--- src/rtl/decode_pkg.sv ---
// Shared pipeline constants for the decode stage.
// Opcodes, immediate formats and the canonical NOP.
package decode_pkg;

  localparam logic [31:0] NOP_INSTR = 32'h0000_0013;

  localparam logic [6:0] OP_LOAD   = 7'b0000011;
  localparam logic [6:0] OP_IMM    = 7'b0010011;
  localparam logic [6:0] OP_JALR   = 7'b1100111;
  localparam logic [6:0] OP_SYSTEM = 7'b1110011;
  localparam logic [6:0] OP_STORE  = 7'b0100011;
  localparam logic [6:0] OP_BRANCH = 7'b1100011;
  localparam logic [6:0] OP_LUI    = 7'b0110111;
  localparam logic [6:0] OP_AUIPC  = 7'b0010111;
  localparam logic [6:0] OP_JAL    = 7'b1101111;

  typedef enum logic [2:0] {
    IMM_NONE,
    IMM_I,
    IMM_S,
    IMM_B,
    IMM_U,
    IMM_J
  } imm_fmt_e;

  function automatic imm_fmt_e imm_fmt(
    input logic [6:0] op
  );
    imm_fmt_e f;
    unique case (op)
      OP_LOAD,
      OP_IMM,
      OP_JALR,
      OP_SYSTEM: f = IMM_I;
      OP_STORE:  f = IMM_S;
      OP_BRANCH: f = IMM_B;
      OP_LUI,
      OP_AUIPC:  f = IMM_U;
      OP_JAL:    f = IMM_J;
      default:   f = IMM_NONE;
    endcase
    return f;
  endfunction

endpackage

--- src/rtl/decode_if.sv ---
// Decode-stage bundle: fetch in, writeback in,
// IF/ID and decoded fields out. master drives, slave is decode.
interface decode_if #(
  parameter int DATA_WIDTH    = 32,
  parameter int ADDRESS_WIDTH = 32
);

  logic                     stall_d;
  logic                     flush_d;
  logic [DATA_WIDTH-1:0]    instr_f;
  logic [ADDRESS_WIDTH-1:0] pc_f;
  logic [ADDRESS_WIDTH-1:0] pc_plus4_f;
  logic                     reg_write_w;
  logic [4:0]               rd_w;
  logic [DATA_WIDTH-1:0]    result_w;
  logic [DATA_WIDTH-1:0]    instr_d;
  logic [ADDRESS_WIDTH-1:0] pc_d;
  logic [ADDRESS_WIDTH-1:0] pc_plus4_d;
  logic                     valid_d;
  logic [4:0]               rs1_d;
  logic [4:0]               rs2_d;
  logic [4:0]               rd_d;
  logic [DATA_WIDTH-1:0]    rd1_d;
  logic [DATA_WIDTH-1:0]    rd2_d;
  logic [DATA_WIDTH-1:0]    imm_ext_d;

  modport master (
    output stall_d, flush_d,
    output instr_f, pc_f, pc_plus4_f,
    output reg_write_w, rd_w, result_w,
    input  instr_d, pc_d, pc_plus4_d, valid_d,
    input  rs1_d, rs2_d, rd_d,
    input  rd1_d, rd2_d, imm_ext_d
  );

  modport slave (
    input  stall_d, flush_d,
    input  instr_f, pc_f, pc_plus4_f,
    input  reg_write_w, rd_w, result_w,
    output instr_d, pc_d, pc_plus4_d, valid_d,
    output rs1_d, rs2_d, rd_d,
    output rd1_d, rd2_d, imm_ext_d
  );

endinterface

--- src/rtl/decode_reg_file.sv ---
// 32-entry register file, x0 hardwired to zero,
// two async read ports with write-first bypass.
module reg_file #(
  parameter int DATA_WIDTH = 32
) (
  input  logic                  clk,
  input  logic                  rst,
  input  logic                  we,
  input  logic [4:0]            waddr,
  input  logic [DATA_WIDTH-1:0] wdata,
  input  logic [4:0]            ra1,
  input  logic [4:0]            ra2,
  output logic [DATA_WIDTH-1:0] rd1,
  output logic [DATA_WIDTH-1:0] rd2
);

  logic [DATA_WIDTH-1:0] regs [32];
  logic                  wr_ok;

  assign wr_ok = we && (waddr != 5'd0);

  always_ff @(posedge clk) begin
    if (rst) begin
      for (int i = 0; i < 32; i++) begin
        regs[i] <= '0;
      end
    end else if (wr_ok) begin
      regs[waddr] <= wdata;
    end
  end

  function automatic logic [DATA_WIDTH-1:0] rd_port(
    input logic [4:0] ra
  );
    logic [DATA_WIDTH-1:0] v;
    unique case (1'b1)
      (ra == 5'd0):             v = '0;
      (wr_ok && ra == waddr):   v = wdata;
      default:                  v = regs[ra];
    endcase
    return v;
  endfunction

  assign rd1 = rd_port(ra1);
  assign rd2 = rd_port(ra2);

endmodule

--- src/rtl/decode.sv ---
// Decode stage: IF/ID register, field extract,
// register file reads and immediate generation.
module decode
  import decode_pkg::*;
#(
  parameter int DATA_WIDTH    = 32,
  parameter int ADDRESS_WIDTH = 32
) (
  input logic   clk,
  input logic   rst,
  decode_if.slave bus
);

  logic [DATA_WIDTH-1:0]    instr_q;
  logic [ADDRESS_WIDTH-1:0] pc_q;
  logic [ADDRESS_WIDTH-1:0] pc4_q;
  logic                     valid_q;

  // flush outranks stall so a squashed slot never sticks
  always_ff @(posedge clk) begin
    if (rst || bus.flush_d) begin
      instr_q <= DATA_WIDTH'(NOP_INSTR);
      pc_q    <= '0;
      pc4_q   <= '0;
      valid_q <= 1'b0;
    end else if (!bus.stall_d) begin
      instr_q <= bus.instr_f;
      pc_q    <= bus.pc_f;
      pc4_q   <= bus.pc_plus4_f;
      valid_q <= 1'b1;
    end
  end

  assign bus.instr_d    = instr_q;
  assign bus.pc_d       = pc_q;
  assign bus.pc_plus4_d = pc4_q;
  assign bus.valid_d    = valid_q;

  assign bus.rs1_d = instr_q[19:15];
  assign bus.rs2_d = instr_q[24:20];
  assign bus.rd_d  = instr_q[11:7];

  reg_file #(
    .DATA_WIDTH (DATA_WIDTH)
  ) u_rf (
    .clk   (clk),
    .rst   (rst),
    .we    (bus.reg_write_w),
    .waddr (bus.rd_w),
    .wdata (bus.result_w),
    .ra1   (instr_q[19:15]),
    .ra2   (instr_q[24:20]),
    .rd1   (bus.rd1_d),
    .rd2   (bus.rd2_d)
  );

  imm_fmt_e    fmt;
  logic [31:0] ins;
  logic [31:0] imm32;

  assign ins = instr_q[31:0];
  assign fmt = imm_fmt(ins[6:0]);

  always_comb begin
    imm32 = '0;
    unique case (fmt)
      IMM_I: imm32 = {{20{ins[31]}}, ins[31:20]};
      IMM_S: imm32 = {{20{ins[31]}},
                      ins[31:25], ins[11:7]};
      IMM_B: imm32 = {{19{ins[31]}}, ins[31],
                      ins[7], ins[30:25],
                      ins[11:8], 1'b0};
      IMM_U: imm32 = {ins[31:12], 12'b0};
      IMM_J: imm32 = {{11{ins[31]}}, ins[31],
                      ins[19:12], ins[20],
                      ins[30:21], 1'b0};
      default: imm32 = '0;
    endcase
  end

  // sign-extend the 32-bit immediate to the datapath width
  assign bus.imm_ext_d = DATA_WIDTH'($signed(imm32));

endmodule

--- src/flat_wrapper.sv ---
// flat-port wrapper written by rule: the top's interface ports become plain ports
module decode_flat import decode_pkg::*;
#(
  parameter int DATA_WIDTH    = 32,
  parameter int ADDRESS_WIDTH = 32
)
  (clk, rst, bus_stall_d, bus_flush_d, bus_instr_f, bus_pc_f, bus_pc_plus4_f, bus_reg_write_w, bus_rd_w, bus_result_w, bus_instr_d, bus_pc_d, bus_pc_plus4_d, bus_valid_d, bus_rs1_d, bus_rs2_d, bus_rd_d, bus_rd1_d, bus_rd2_d, bus_imm_ext_d);
  decode_if #(.DATA_WIDTH(DATA_WIDTH), .ADDRESS_WIDTH(ADDRESS_WIDTH)) bus_i ();
  input logic clk;
  input logic rst;
  input wire logic [$bits(bus_i.stall_d)-1:0] bus_stall_d;
  input wire logic [$bits(bus_i.flush_d)-1:0] bus_flush_d;
  input wire logic [$bits(bus_i.instr_f)-1:0] bus_instr_f;
  input wire logic [$bits(bus_i.pc_f)-1:0] bus_pc_f;
  input wire logic [$bits(bus_i.pc_plus4_f)-1:0] bus_pc_plus4_f;
  input wire logic [$bits(bus_i.reg_write_w)-1:0] bus_reg_write_w;
  input wire logic [$bits(bus_i.rd_w)-1:0] bus_rd_w;
  input wire logic [$bits(bus_i.result_w)-1:0] bus_result_w;
  output wire logic [$bits(bus_i.instr_d)-1:0] bus_instr_d;
  output wire logic [$bits(bus_i.pc_d)-1:0] bus_pc_d;
  output wire logic [$bits(bus_i.pc_plus4_d)-1:0] bus_pc_plus4_d;
  output wire logic [$bits(bus_i.valid_d)-1:0] bus_valid_d;
  output wire logic [$bits(bus_i.rs1_d)-1:0] bus_rs1_d;
  output wire logic [$bits(bus_i.rs2_d)-1:0] bus_rs2_d;
  output wire logic [$bits(bus_i.rd_d)-1:0] bus_rd_d;
  output wire logic [$bits(bus_i.rd1_d)-1:0] bus_rd1_d;
  output wire logic [$bits(bus_i.rd2_d)-1:0] bus_rd2_d;
  output wire logic [$bits(bus_i.imm_ext_d)-1:0] bus_imm_ext_d;
  assign bus_i.stall_d = bus_stall_d;
  assign bus_i.flush_d = bus_flush_d;
  assign bus_i.instr_f = bus_instr_f;
  assign bus_i.pc_f = bus_pc_f;
  assign bus_i.pc_plus4_f = bus_pc_plus4_f;
  assign bus_i.reg_write_w = bus_reg_write_w;
  assign bus_i.rd_w = bus_rd_w;
  assign bus_i.result_w = bus_result_w;
  assign bus_instr_d = bus_i.instr_d;
  assign bus_pc_d = bus_i.pc_d;
  assign bus_pc_plus4_d = bus_i.pc_plus4_d;
  assign bus_valid_d = bus_i.valid_d;
  assign bus_rs1_d = bus_i.rs1_d;
  assign bus_rs2_d = bus_i.rs2_d;
  assign bus_rd_d = bus_i.rd_d;
  assign bus_rd1_d = bus_i.rd1_d;
  assign bus_rd2_d = bus_i.rd2_d;
  assign bus_imm_ext_d = bus_i.imm_ext_d;
  decode #(.DATA_WIDTH(DATA_WIDTH), .ADDRESS_WIDTH(ADDRESS_WIDTH)) u_core (.clk(clk), .rst(rst), .bus(bus_i));
endmodule
--- config.mk ---
export PLATFORM = sky130hd
export DESIGN_NAME = decode_flat
export DESIGN_NICKNAME = d
export VERILOG_FILES = /design/src/rtl/decode_pkg.sv /design/src/rtl/decode_if.sv /design/src/rtl/decode_reg_file.sv /design/src/rtl/decode.sv /design/src/flat_wrapper.sv
export SDC_FILE = /design/constraint.sdc
export NUM_CORES = 2
export LEC_CHECK = 0
export ABC_AREA = 1
export CORE_ASPECT_RATIO = 1.5
export CORE_UTILIZATION = 35
export DETAILED_ROUTE_END_ITERATION = 8
export PLACE_DENSITY = 0.48
export SETUP_SLACK_MARGIN = 0.2
export SYNTH_ARGS = -nofsm -noshare
export SYNTH_HDL_FRONTEND = slang
export SYNTH_HIERARCHICAL = 1
export SYNTH_SLANG_ARGS = --single-unit
--- constraint.sdc ---
create_clock -name clk -period 5 [get_ports clk]
set_input_delay 1.25 -clock clk [delete_from_list [all_inputs] [get_ports clk]]
set_output_delay 1.25 -clock clk [all_outputs]
set_load 0.1 [all_outputs]
==> run metrics <==
number of distinct library cell variants in the gate-level netlist after synthesis=36; total die area=184300 µm²; worst reg2reg setup slack=3.52 ns; total grt overflow=0; worst voltage drop across the vdd grid=0.3224 mV; most numerous cell in the Yosys netlist=sky130_fd_sc_hd__nand2_1; headroom to the max-slew limit=15.30%; vertical extent of the die=525.3 µm; chain of cells forming the critical path=buf_4, nor2_4, buf_12, nand3_1, nand2_1, nor2_1, o21ai_0, nand3_1, nand3_1, nand2_1, buf_12; share of the yosys chip area belonging to registers=51.17%; fraction of the mapped netlist area in simple logic gates=33.10%; Sum Neg Setup Slack=0 ns; Clk Tree Root Cell=sky130_fd_sc_hd__clkbuf_16; final routed wirelength across all metal layers=269800 µm; CP most frequent cell=sky130_fd_sc_hd__nand3_1; CTS tree=built; synth top area cells=sky130_fd_sc_hd__edfxtp_1, sky130_fd_sc_hd__nand2_1, sky130_fd_sc_hd__nand3_1; fraction of post-synthesis cell area in the top cell type by area=48.13%; drc violations=0; Routability Congestion=0.8837; count of boundary I/O pins=346; largest fanout of any net on the critical path=63; most common flop cell mapped by yosys=sky130_fd_sc_hd__edfxtp_1; biggest cell delay along the critical path=0.43 ns; Syn Inst Count=8128; leak pwr=30.60 nW; dominant combinational cell family by area after synthesis=simple AND/OR/NAND/NOR gates; total iterations of the first detailed-routing run=8; clock sink total=1121; end of the worst register-to-register path=u_core/bus.instr_d[17]; number of flops mapped to enable cells by yosys=1024; startpoint-to-endpoint class of the critical path=flop to output pin; PnR worst setup slack=0.2295 ns; post-synthesis instance area=63890 µm²; most common library cells after synthesis=sky130_fd_sc_hd__nand2_1, sky130_fd_sc_hd__nand3_1, sky130_fd_sc_hd__nor2_1; overall via count from detail_route=58.09k; clock slew at the register clock pins of the worst setup and hold paths=0.06 ns; result of the run=completed; synthesized-area fraction occupied by adder cells=0%; worst setup path startpoint=u_core/bus.instr_d[21]; drt wl/cell=25.26 µm; Synth Warn #=6; via density per instance=5.439; multiplexer fraction of the synthesized cell area=0%; Highest Clock Rate=209.6 MHz; actual slew at the worst max-slew pin=1.271 ns; pre-CTS setup slack=0.001232 ns; worst setup path end=bus_rd2_d[25]; startpoint kind of the worst setup timing path=flop; signal arrival time at the worst endpoint=3.52 ns; setup repair after global routing missed its margin=yes; core area=180900 µm²; antenna violations before repair=13; area fraction in compound gates after synthesis=5.897%; period utilization=95.41%; required time worst endpoint=3.75 ns; initial drt markers=6054; Starting Density=35.31%; share of cells above drive strength 1=10.71%; overall track demand over capacity in global routing=28.48%; final standard cell utilization of the core=41.00%; Reg-to-Reg Start=u_core/bus.instr_d[17]; number of setup violations in the final report=0; library cell occupying the most area in the post-synthesis netlist=sky130_fd_sc_hd__edfxtp_1; final max-slew violation count=0; area grow syn2layout=16.09%; post-layout net count=8304; later-pin clock latency in the skew report=0.75 ns; number of routed nets with antenna violations=0; Hold Path Class=flop to flop; type of destination of the critical path=output pin; max-capacitance violation count=0; Worst Reg2Reg Path Length in Cells=3; proportion of synthesized flip-flops having asynchronous set or reset=0%; DP Wirelength=164700 µm; FF+latch count, synth=1121; number of buffers created by CTS=120; Worst path slowest cell=sky130_fd_sc_hd__buf_12; via count of the first global-routing pass=55.58k; global-route wire length before repair=384100 µm; largest clock skew in the final design=0 ns; post-synthesis xor/xnor area fraction=0.1097%; pin count of the biggest net entering global routing=167; Mapped Avg Cell Area=7.860 µm²; IO Port Bufs=345; number of H-tree levels=3; power per cell area=319.6 nW/µm²; row cnt=191; Max Root-Sink Buffers=3; time the final worst path needs with I/O delays and setup=4.770 ns; Horiz. Die Dim=350.8 µm; Hold Fails Final Rpt=0
## logic make-up (layout without fill, tap and decap cells)
group,after synthesis,after routing
buffers and inverters,1389,1494
other,1,36
AOI/OAI and AO/OA,688,689
xor gates and xnor gates,8,8
and+or+nand+nor,4921,4921
DFF,1121,1121
## power by group
group	switching (W)	internal, W	total [W]	leakage [nW]
clock network	0.00397	0.00495	0.00893	1.87
registers	0.000234	0.0107	0.0109	10.5
logic	0.00275	0.00108	0.00383	18.2
## registers in the layout, summed over array words and instances, names as in the netlist
signal                 count
u_core/bus.pc_plus4_d     32
u_core/bus.valid_d         1
u_core/bus.instr_d        32
u_core/bus.pc_d           32
u_core/u_rf/regs        1024
## cells in the final DEF, fill, tap and decap left out, types with 5 or more instances in the layout
| cell | Yosys | routed |
|---|---|---|
| sky130_fd_sc_hd__buf_12 | 0 | 121 |
| sky130_fd_sc_hd__clkbuf_16 | 0 | 125 |
| sky130_fd_sc_hd__clkinv_2 | 0 | 27 |
| sky130_fd_sc_hd__a21oi_1 | 377 | 375 |
| sky130_fd_sc_hd__bufinv_16 | 0 | 10 |
| sky130_fd_sc_hd__nand3_2 | 2 | 20 |
| sky130_fd_sc_hd__dfxtp_4 | 0 | 8 |
| sky130_fd_sc_hd__dfxtp_1 | 97 | 87 |
| sky130_fd_sc_hd__inv_2 | 9 | 6 |
| sky130_fd_sc_hd__clkbuf_1 | 355 | 18 |
| sky130_fd_sc_hd__buf_4 | 18 | 190 |
| sky130_fd_sc_hd__o211ai_1 | 124 | 124 |
| sky130_fd_sc_hd__nor2_4 | 4 | 7 |
| sky130_fd_sc_hd__conb_1 | 1 | 32 |
| sky130_fd_sc_hd__nor2_1 | 1120 | 1119 |
| sky130_fd_sc_hd__nor2_2 | 60 | 58 |
| sky130_fd_sc_hd__or2_2 | 186 | 186 |
| sky130_fd_sc_hd__nand2_1 | 2202 | 2171 |
| sky130_fd_sc_hd__inv_1 | 690 | 681 |
| sky130_fd_sc_hd__xnor2_1 | 6 | 6 |
| sky130_fd_sc_hd__clkinv_1 | 1 | 40 |
| sky130_fd_sc_hd__nand2_4 | 35 | 35 |
| sky130_fd_sc_hd__o21ai_0 | 185 | 185 |
| sky130_fd_sc_hd__nor3_4 | 5 | 5 |
| sky130_fd_sc_hd__nand3_1 | 1285 | 1267 |
| sky130_fd_sc_hd__edfxtp_1 | 1024 | 1024 |
| sky130_fd_sc_hd__clkdlybuf4s50_1 | 0 | 245 |
| sky130_fd_sc_hd__nand2_2 | 14 | 45 |
## area by class of cell
type | instances | area (µm²)
Fill cell | 18158 | 106700
Clock inverter | 81 | 684.4
Timing Repair Buffer | 569 | 6569
Clock buffer | 140 | 3120
Antenna cell | 4 | 10.01
Tap cell | 2412 | 3018
Multi-Input combinational cell | 5650 | 25340
Inverter | 704 | 2706
Sequential cell | 1121 | 32720
## metrics by stage
| step | total power [W] | cells | hold slack, ns | instance area, µm² |
|---|---|---|---|---|
| global placement | 0.01488 | 10437 | 0.4508 | 69950 |
| CTS | 0.02382 | 10664 | 0.4631 | 73930 |
| finish | 0.02370 | 10681 | 0.4625 | 74170 |
| detailed placement | 0.01490 | 10437 | 0.4550 | 69950 |
| floorplan | 0.01339 | 8159 | 0.8961 | 64000 |
| global route | 0.02444 | 10679 | 0.4867 | 74160 |
## worst min path at each step
stage                                start                     end  slack [ns]  cells past startpoint
floorplan           u_core/bus.instr_d[12]  u_core/bus.instr_d[12]        0.90                      2
detailed placement     u_core/bus.pc_d[13]     u_core/bus.pc_d[13]        0.45                      2
finish                 u_core/bus.pc_d[13]     u_core/bus.pc_d[13]        0.46                      2
CTS                    u_core/bus.pc_d[13]     u_core/bus.pc_d[13]        0.46                      2
global route            u_core/bus.pc_d[3]      u_core/bus.pc_d[3]        0.49                      2
global placement        u_core/bus.pc_d[9]      u_core/bus.pc_d[9]        0.45                      2
## repair_timing
| action | CTS | global route |
|---|---|---|
| resized for setup | 19 | 13 |
| endpoints found under the hold margin | 0 | 0 |
| setup endpoints to repair | 47 | 49 |
| pin swaps | 1 | 1 |
| gates cloned | 2 | 3 |
| buffers inserted | 4 | 10 |
| hold buffers | 0 | 0 |
## layer usage
layer / GRT usage [%] / vias up / share of wire (%)
li1: - / 26381 / -
met1: 34.68 / 28207 / 38
met2: 48.23 / 2864 / 48
met3: 5.298 / 632 / 8.6
met4: 13.22 / 10 / 4.9
met5: 0 / - / 0.023
## critical path, delay by kind of cell, from the launching register on
kind / cells / cell delay (ns)
AOI/OAI and AO/OA: 1 / 0.28
and+or+nand+nor: 7 / 1.21
DFF: 1 / 0.41
buffers and inverters: 3 / 0.83
Power figures use the tool's default switching activity.
